`src/rtl/search_pkg.sv`:
```
// Shared types and helpers for the NLFSR search-array result path.
// Holds the frame header byte, serialiser state type and sizing functions.
package search_pkg;

    localparam logic [7:0] FRAME_HDR = 8'hA5;

    typedef enum logic [1:0] {
        IDLE,
        HDR,
        IDX,
        DATA
    } ser_state_t;

    function automatic int clog2(input int v);
        int r;
        int x;
        r = 0;
        x = 1;
        while (x < v) begin
            x = x * 2;
            r++;
        end
        return r;
    endfunction

    // Bytes needed to carry a coefficient word, rounded up.
    function automatic int coef_bytes(input int w);
        return (w + 7) / 8;
    endfunction

endpackage

```
`src/rtl/sync_fifo.sv`:
```
// Synchronous FIFO with a registered read port (dout updates on pop).
// Ports: clk, res (sync active-low), push/din, pop/dout, full, empty.
module sync_fifo
    import search_pkg::*;
#(
    parameter int WIDTH = 8,
    parameter int DEPTH = 8
) (
    input  logic             clk,
    input  logic             res,
    input  logic             push,
    input  logic             pop,
    input  logic [WIDTH-1:0] din,
    output logic [WIDTH-1:0] dout,
    output logic             full,
    output logic             empty
);

    localparam int AW = (DEPTH > 1) ? clog2(DEPTH) : 1;

    logic [WIDTH-1:0] mem [DEPTH];
    logic [AW-1:0]    wr_ptr;
    logic [AW-1:0]    rd_ptr;
    logic [AW:0]      count;
    logic             do_pop;
    logic             do_push;

    assign full    = (count == (AW+1)'(DEPTH));
    assign empty   = (count == '0);
    assign do_pop  = pop && !empty;
    // A pop in the same cycle frees the slot, so a push into a full FIFO lands.
    assign do_push = push && (!full || do_pop);

    always_ff @(posedge clk) begin
        if (!res) begin
            wr_ptr <= '0;
            rd_ptr <= '0;
            count  <= '0;
            dout   <= '0;
        end else begin
            if (do_push) begin
                wr_ptr <= wr_ptr + AW'(1);
            end
            if (do_pop) begin
                dout   <= mem[rd_ptr];
                rd_ptr <= rd_ptr + AW'(1);
            end
            unique case ({do_push, do_pop})
                2'b10:   count <= count + (AW+1)'(1);
                2'b01:   count <= count - (AW+1)'(1);
                default: count <= count;
            endcase
        end
    end

    always_ff @(posedge clk) begin
        if (do_push) begin
            mem[wr_ptr] <= din;
        end
    end

endmodule

```
`src/rtl/search_array_collector.sv`:
```
// Round-robin result collector for the search engines, with framed byte output.
// Ports: eng_found/eng_failure/eng_coef in, eng_restart out, tx_* byte stream,
//        found_any, found_cnt, fail_cnt, fifo_full status; clk, res (sync, low).
module search_array_collector
    import search_pkg::*;
#(
    parameter int NUM_ENG = 30,
    parameter int COEF_W  = 40,
    parameter int DEPTH   = 8,
    parameter int CNT_W   = 16
) (
    input  logic                      clk,
    input  logic                      res,
    input  logic                      enable,
    input  logic [NUM_ENG-1:0]        eng_found,
    input  logic [NUM_ENG-1:0]        eng_failure,
    input  logic [NUM_ENG*COEF_W-1:0] eng_coef,
    output logic [NUM_ENG-1:0]        eng_restart,
    output logic [7:0]                tx_data,
    output logic                      tx_valid,
    input  logic                      tx_ready,
    output logic                      found_any,
    output logic [CNT_W-1:0]          found_cnt,
    output logic [CNT_W-1:0]          fail_cnt,
    output logic                      fifo_full
);

    localparam int IW = (NUM_ENG > 1) ? clog2(NUM_ENG) : 1;
    localparam int CB = coef_bytes(COEF_W);
    localparam int SW = CB * 8;
    localparam int FW = 8 + COEF_W;
    localparam int BW = (CB > 1) ? clog2(CB) : 1;

    logic [NUM_ENG-1:0] mask;
    logic [NUM_ENG-1:0] elig;
    logic [IW-1:0]      rr_ptr;
    logic [IW-1:0]      rr_nxt;
    logic [IW-1:0]      gnt_idx;
    logic               gnt_vld;
    logic               gnt_found;
    logic [COEF_W-1:0]  gnt_coef;

    logic               push;
    logic               pop;
    logic               fifo_empty;
    logic [FW-1:0]      fifo_din;
    logic [FW-1:0]      fifo_dout;

    ser_state_t         state;
    logic [SW-1:0]      shreg;
    logic [BW-1:0]      bcnt;
    logic               last_byte;

    // A found engine stays pending while the FIFO is full; failures still go.
    assign elig = ~mask
                & (eng_found | eng_failure)
                & ~(eng_found & {NUM_ENG{fifo_full}})
                & {NUM_ENG{enable}};

    // First eligible index at or after rr_ptr, wrapping.
    always_comb begin
        int j;
        j       = 0;
        gnt_vld = 1'b0;
        gnt_idx = '0;
        for (int k = 0; k < NUM_ENG; k++) begin
            j = int'(rr_ptr) + k;
            if (j >= NUM_ENG) begin
                j = j - NUM_ENG;
            end
            if (!gnt_vld && elig[j]) begin
                gnt_vld = 1'b1;
                gnt_idx = IW'(j);
            end
        end
    end

    assign gnt_found = eng_found[gnt_idx];
    assign gnt_coef  = eng_coef[int'(gnt_idx)*COEF_W +: COEF_W];
    assign rr_nxt    = (gnt_idx == IW'(NUM_ENG-1)) ? '0 : gnt_idx + IW'(1);
    assign push      = gnt_vld && gnt_found;
    assign fifo_din  = {8'(gnt_idx), gnt_coef};

    always_ff @(posedge clk) begin
        if (!res) begin
            mask        <= '0;
            rr_ptr      <= '0;
            eng_restart <= '0;
            found_any   <= 1'b0;
            found_cnt   <= '0;
            fail_cnt    <= '0;
        end else begin
            eng_restart <= '0;
            // Unmask once both flags are seen low.
            mask <= mask & (eng_found | eng_failure);
            if (gnt_vld) begin
                eng_restart[gnt_idx] <= 1'b1;
                mask[gnt_idx]        <= 1'b1;
                rr_ptr               <= rr_nxt;
                if (gnt_found) begin
                    found_any <= 1'b1;
                    if (found_cnt != '1) begin
                        found_cnt <= found_cnt + CNT_W'(1);
                    end
                end else if (fail_cnt != '1) begin
                    fail_cnt <= fail_cnt + CNT_W'(1);
                end
            end
        end
    end

    sync_fifo #(
        .WIDTH (FW),
        .DEPTH (DEPTH)
    ) u_fifo (
        .clk   (clk),
        .res   (res),
        .push  (push),
        .pop   (pop),
        .din   (fifo_din),
        .dout  (fifo_dout),
        .full  (fifo_full),
        .empty (fifo_empty)
    );

    assign last_byte = (bcnt == BW'(CB-1));

    // Pop when starting a frame from idle, or chaining straight into the next.
    assign pop = !fifo_empty
              && ((state == IDLE)
               || (state == DATA && tx_ready && last_byte));

    always_ff @(posedge clk) begin
        if (!res) begin
            state    <= IDLE;
            tx_valid <= 1'b0;
            tx_data  <= '0;
            shreg    <= '0;
            bcnt     <= '0;
        end else begin
            unique case (state)
                IDLE: begin
                    if (!fifo_empty) begin
                        state    <= HDR;
                        tx_valid <= 1'b1;
                        tx_data  <= FRAME_HDR;
                    end
                end
                HDR: begin
                    if (tx_ready) begin
                        state   <= IDX;
                        tx_data <= fifo_dout[FW-1 -: 8];
                        shreg   <= SW'(fifo_dout[COEF_W-1:0]);
                    end
                end
                IDX: begin
                    if (tx_ready) begin
                        state   <= DATA;
                        tx_data <= shreg[SW-1 -: 8];
                        shreg   <= shreg << 8;
                        bcnt    <= '0;
                    end
                end
                DATA: begin
                    if (tx_ready) begin
                        if (last_byte) begin
                            if (!fifo_empty) begin
                                state   <= HDR;
                                tx_data <= FRAME_HDR;
                            end else begin
                                state    <= IDLE;
                                tx_valid <= 1'b0;
                                tx_data  <= '0;
                            end
                        end else begin
                            tx_data <= shreg[SW-1 -: 8];
                            shreg   <= shreg << 8;
                            bcnt    <= bcnt + BW'(1);
                        end
                    end
                end
                default: state <= IDLE;
            endcase
        end
    end

endmodule
```
`config.mk`:
```
export PLATFORM = sky130hd
export DESIGN_NAME = search_array_collector
export DESIGN_NICKNAME = d
export VERILOG_FILES = /design/src/rtl/search_pkg.sv /design/src/rtl/sync_fifo.sv /design/src/rtl/search_array_collector.sv
export SDC_FILE = /design/constraint.sdc
export NUM_CORES = 2
export LEC_CHECK = 0
export ABC_CLOCK_PERIOD_IN_PS = 18750
export CORE_AREA = 4 4 522 524
export CTS_BUF_LIST = sky130_fd_sc_hd__clkbuf_8
export CTS_CLUSTER_SIZE = 20
export DETAILED_ROUTE_END_ITERATION = 8
export DIE_AREA = 0 0 526 528
export PLACE_DENSITY = 0.39
export SETUP_SLACK_MARGIN = 0.4
export SLEW_MARGIN = 20
export SYNTH_ARGS = -nofsm -noshare
export SYNTH_HDL_FRONTEND = slang
export SYNTH_SLANG_ARGS = --single-unit
```
`constraint.sdc`:
```
create_clock -name clk -period 18.75 [get_ports clk]
set_clock_uncertainty 0.15 [all_clocks]
set_input_delay 2.8125 -clock clk [delete_from_list [all_inputs] [get_ports clk]]
set_output_delay 2.8125 -clock clk [all_outputs]
set_load 0.02 [all_outputs]
```
==> impl_metrics.toml <==
[status]
outcome = "finished clean"

[global_route]
antenna_found_initial = 206
grt_pass1_vias = 49270
grt_pass1_wl_mm = 500.8
grt_max_degree = 125
grt-ovfl-total = 0
grt_usage_pct = 26.89

[yosys]
synth_edf_count = 360
netlist_top_cells_area = "edfxtp_1 23%, mux2i_1 13%, dfxtp_1 9.0%"
synthFlopType = "edfxtp_1"
syn_nets = 6437
synth_top_cell_by_area = "edfxtp_1"
synth.cell_area_um2 = 46080
synth_cells = 5129
ys_warn_count = 0
seq_area_frac_synth_pct = 32.45
ys_seq_elements = 567
syn_area_per_cell_um2 = 8.984
synth_cell_types = 107
async_flop_share_pct = 0
yosys.area.top_type_share_pct = 23.46

[drt]
drtAntennaViolNets = 0
vias_per_cell = 5.059
drt-pass1-iter-count = 6
routedWlPerCell_um = 38.88
drt_wl_total_mm = 393.1
drc = 0
drtIter0Drc = 4999
vias = 51140

[final_layout]
drive_gt1_share_pct = 10.51
final-seq-area_um2 = 14970
final_nets = 7636
syn2layout_area_growth_pct = 44.30
fillers = 29040
multi_input_area_um2 = 29560

[floorplan]
die_w_um = 526
rows = 190
dieArea_um2 = 277700
coreArea_um2 = 267400
initial_core_util_pct = 17.23
io_pins = 1337
fp.dieH_um = 528

[placement]
finalWeightedCongestion = 1.011
io_buffers = 1336
hpwl_mm = 325.6

[worst_setup_path]
cp_data_arrival_time_ns = 13.09
r2r_slack_ns = 5.89
end_kind = "flip-flop"
worst_ep_required_time_ns = 18.98
path_class = "flip-flop to flip-flop"
startpoint_type = "flip-flop"
cp_common_cell = "buf_4"
slowest_delay_ns = 0.83
cp_max_fo = 65
crit_slowest_cell = "nor2b_1"

[clock_tree]
cts_resized = 0
clock_sinks = 567
clock_latency_ns = 0.82
htree_levels = 3
clk_pin_slew_ns = 0.07
cts_made_buffers = 105
cts_hold_buf = 0
cts_tree = "built"
root_buffer = "clkbuf_8"
clockBufferDepth = 3
postCtsSetupBuffers = 0

[job]
cap_viol_max_count = 0

[timing]
hold_viol = 0
fin_crit_sh_pct = 68.57
fin_setup_tns_ns = 0
fin_crit_ns = 12.86
setup_violations = 0
fmax_mhz = 77.77
rsz0062_at_grt = "no"
slew_headroom_pct = 13.26
maxSlewViolCount = 0
tightest_slew_ns = 1.301

[worst_hold_path]
hold_class = "flip-flop to flip-flop"
-- cell usage in the layout, fill, tap and decap left out, drive strengths merged, types with 88 or more instances in the layout --
master / instances
a211oi: 244
a21oi: 303
and2: 102
buf: 180
clkbuf: 118
clkdlybuf4s50: 1335
dfxtp: 207
diode: 138
edfxtp: 360
inv: 110
mux2i: 615
mux4: 131
nand2: 657
nand3: 241
nor2: 336
nor3: 88
o21ai: 182
-- cell usage after synthesis, types with 33 or more instances --
| cell type | count |
|---|---|
| a221oi_1 | 44 |
| xnor2_1 | 70 |
| nor3_1 | 85 |
| and3_1 | 51 |
| mux4_2 | 131 |
| buf_1 | 104 |
| a2111oi_0 | 52 |
| ha_1 | 43 |
| a21oi_1 | 300 |
| o31ai_1 | 33 |
| o22ai_1 | 45 |
| buf_2 | 46 |
| clkbuf_1 | 259 |
| a31oi_1 | 53 |
| a211oi_1 | 244 |
| o21ai_0 | 176 |
| nand2b_1 | 60 |
| nand4_1 | 33 |
| and2_1 | 100 |
| edfxtp_1 | 360 |
| o211ai_1 | 67 |
| dfxtp_1 | 207 |
| o221ai_1 | 38 |
| inv_1 | 54 |
| a311oi_1 | 47 |
| nor2_1 | 334 |
| nand2_1 | 657 |
| nand3_1 | 239 |
| mux2_2 | 70 |
| mux2i_1 | 614 |
-- state kept, by name (all words and copies together), names as in the netlist --
| signal | count |
|---|---|
| bcnt | 3 |
| eng_restart | 30 |
| fail_cnt | 16 |
| found_any | 1 |
| found_cnt | 16 |
| mask | 30 |
| rr_ptr | 5 |
| shreg | 40 |
| state | 2 |
| tx_data | 8 |
| tx_valid | 1 |
| u_fifo.count | 4 |
| u_fifo.dout | 45 |
| u_fifo.mem | 360 |
| u_fifo.rd_ptr | 3 |
| u_fifo.wr_ptr | 3 |
-- cell families (layout without fill, tap and decap cells) --
kind of cell	after synthesis	after routing	share of synthesized area [%]
buf+inv	488	1779	4.288
flops	567	567	32.45
mux	816	816	21.48
fa+ha+maj	44	44	1.211
other cells	0	138	0
compound gates	1399	1399	21.24
xor+xnor	85	85	1.632
simple gates	1730	1730	17.69
-- worst max-delay path, delay by kind of cell, from the launching register on --
kind / cells / cell delay, ns
AO/OA/AOI/OAI: 10 / 3.93
XOR/XNOR: 1 / 0.16
adder cells (fa/ha/maj): 2 / 0.80
buffers and inverters: 8 / 3.26
flip-flops: 1 / 0.70
multiplexers: 4 / 1.31
AND/OR/NAND/NOR: 3 / 1.87
-- per-stage QoR --
stage | setup slack (ns) | area [um2] | hold slack (ns) | std cells | utilization (%)
6_report | 5.892 | 66490 | 0.2983 | 10110 | 24.86
5_1_grt | 5.686 | 66400 | 0.3131 | 10080 | 24.83
4_1_cts | 6.217 | 66090 | 0.2978 | 9970 | 24.71
3_5_place_dp | 5.506 | 63970 | 0.2898 | 9771 | 23.92
3_3_place_gp | 4.910 | 63860 | 0.2865 | 9767 | 23.88
2_1_floorplan | 4.996 | 46080 | 0.2767 | 5129 | -
-- worst paths after layout --
check,depth (start not counted),startpoint,end
setup / recovery,28,rr_ptr[0],u_fifo.mem[5][6]
hold / removal,2,mask[7],mask[7]
setup reg to reg,28,rr_ptr[0],u_fifo.mem[5][6]
hold reg to reg,2,mask[7],mask[7]
-- routing by layer --
layer | wire length [um] | GRT usage, %
met2 | 186900 | 45.41
met1 | 154600 | 31.83
met4 | 26750 | 15.83
met3 | 24540 | 4.950
met5 | 333 | 0
-- layout make-up --
class	instances	area share, %
inverters	64	0.3952
diodes	138	0.5194
flip-flops and latches	567	22.52
multi-input cells	4074	44.46
clock inverters	81	0.7564
well taps	3552	6.684
clock buffers	118	2.442
repair buffers	1516	22.22
Power is not shown: default switching activity piles up to over one toggle a cycle in this logic, so the estimate is an artifact.
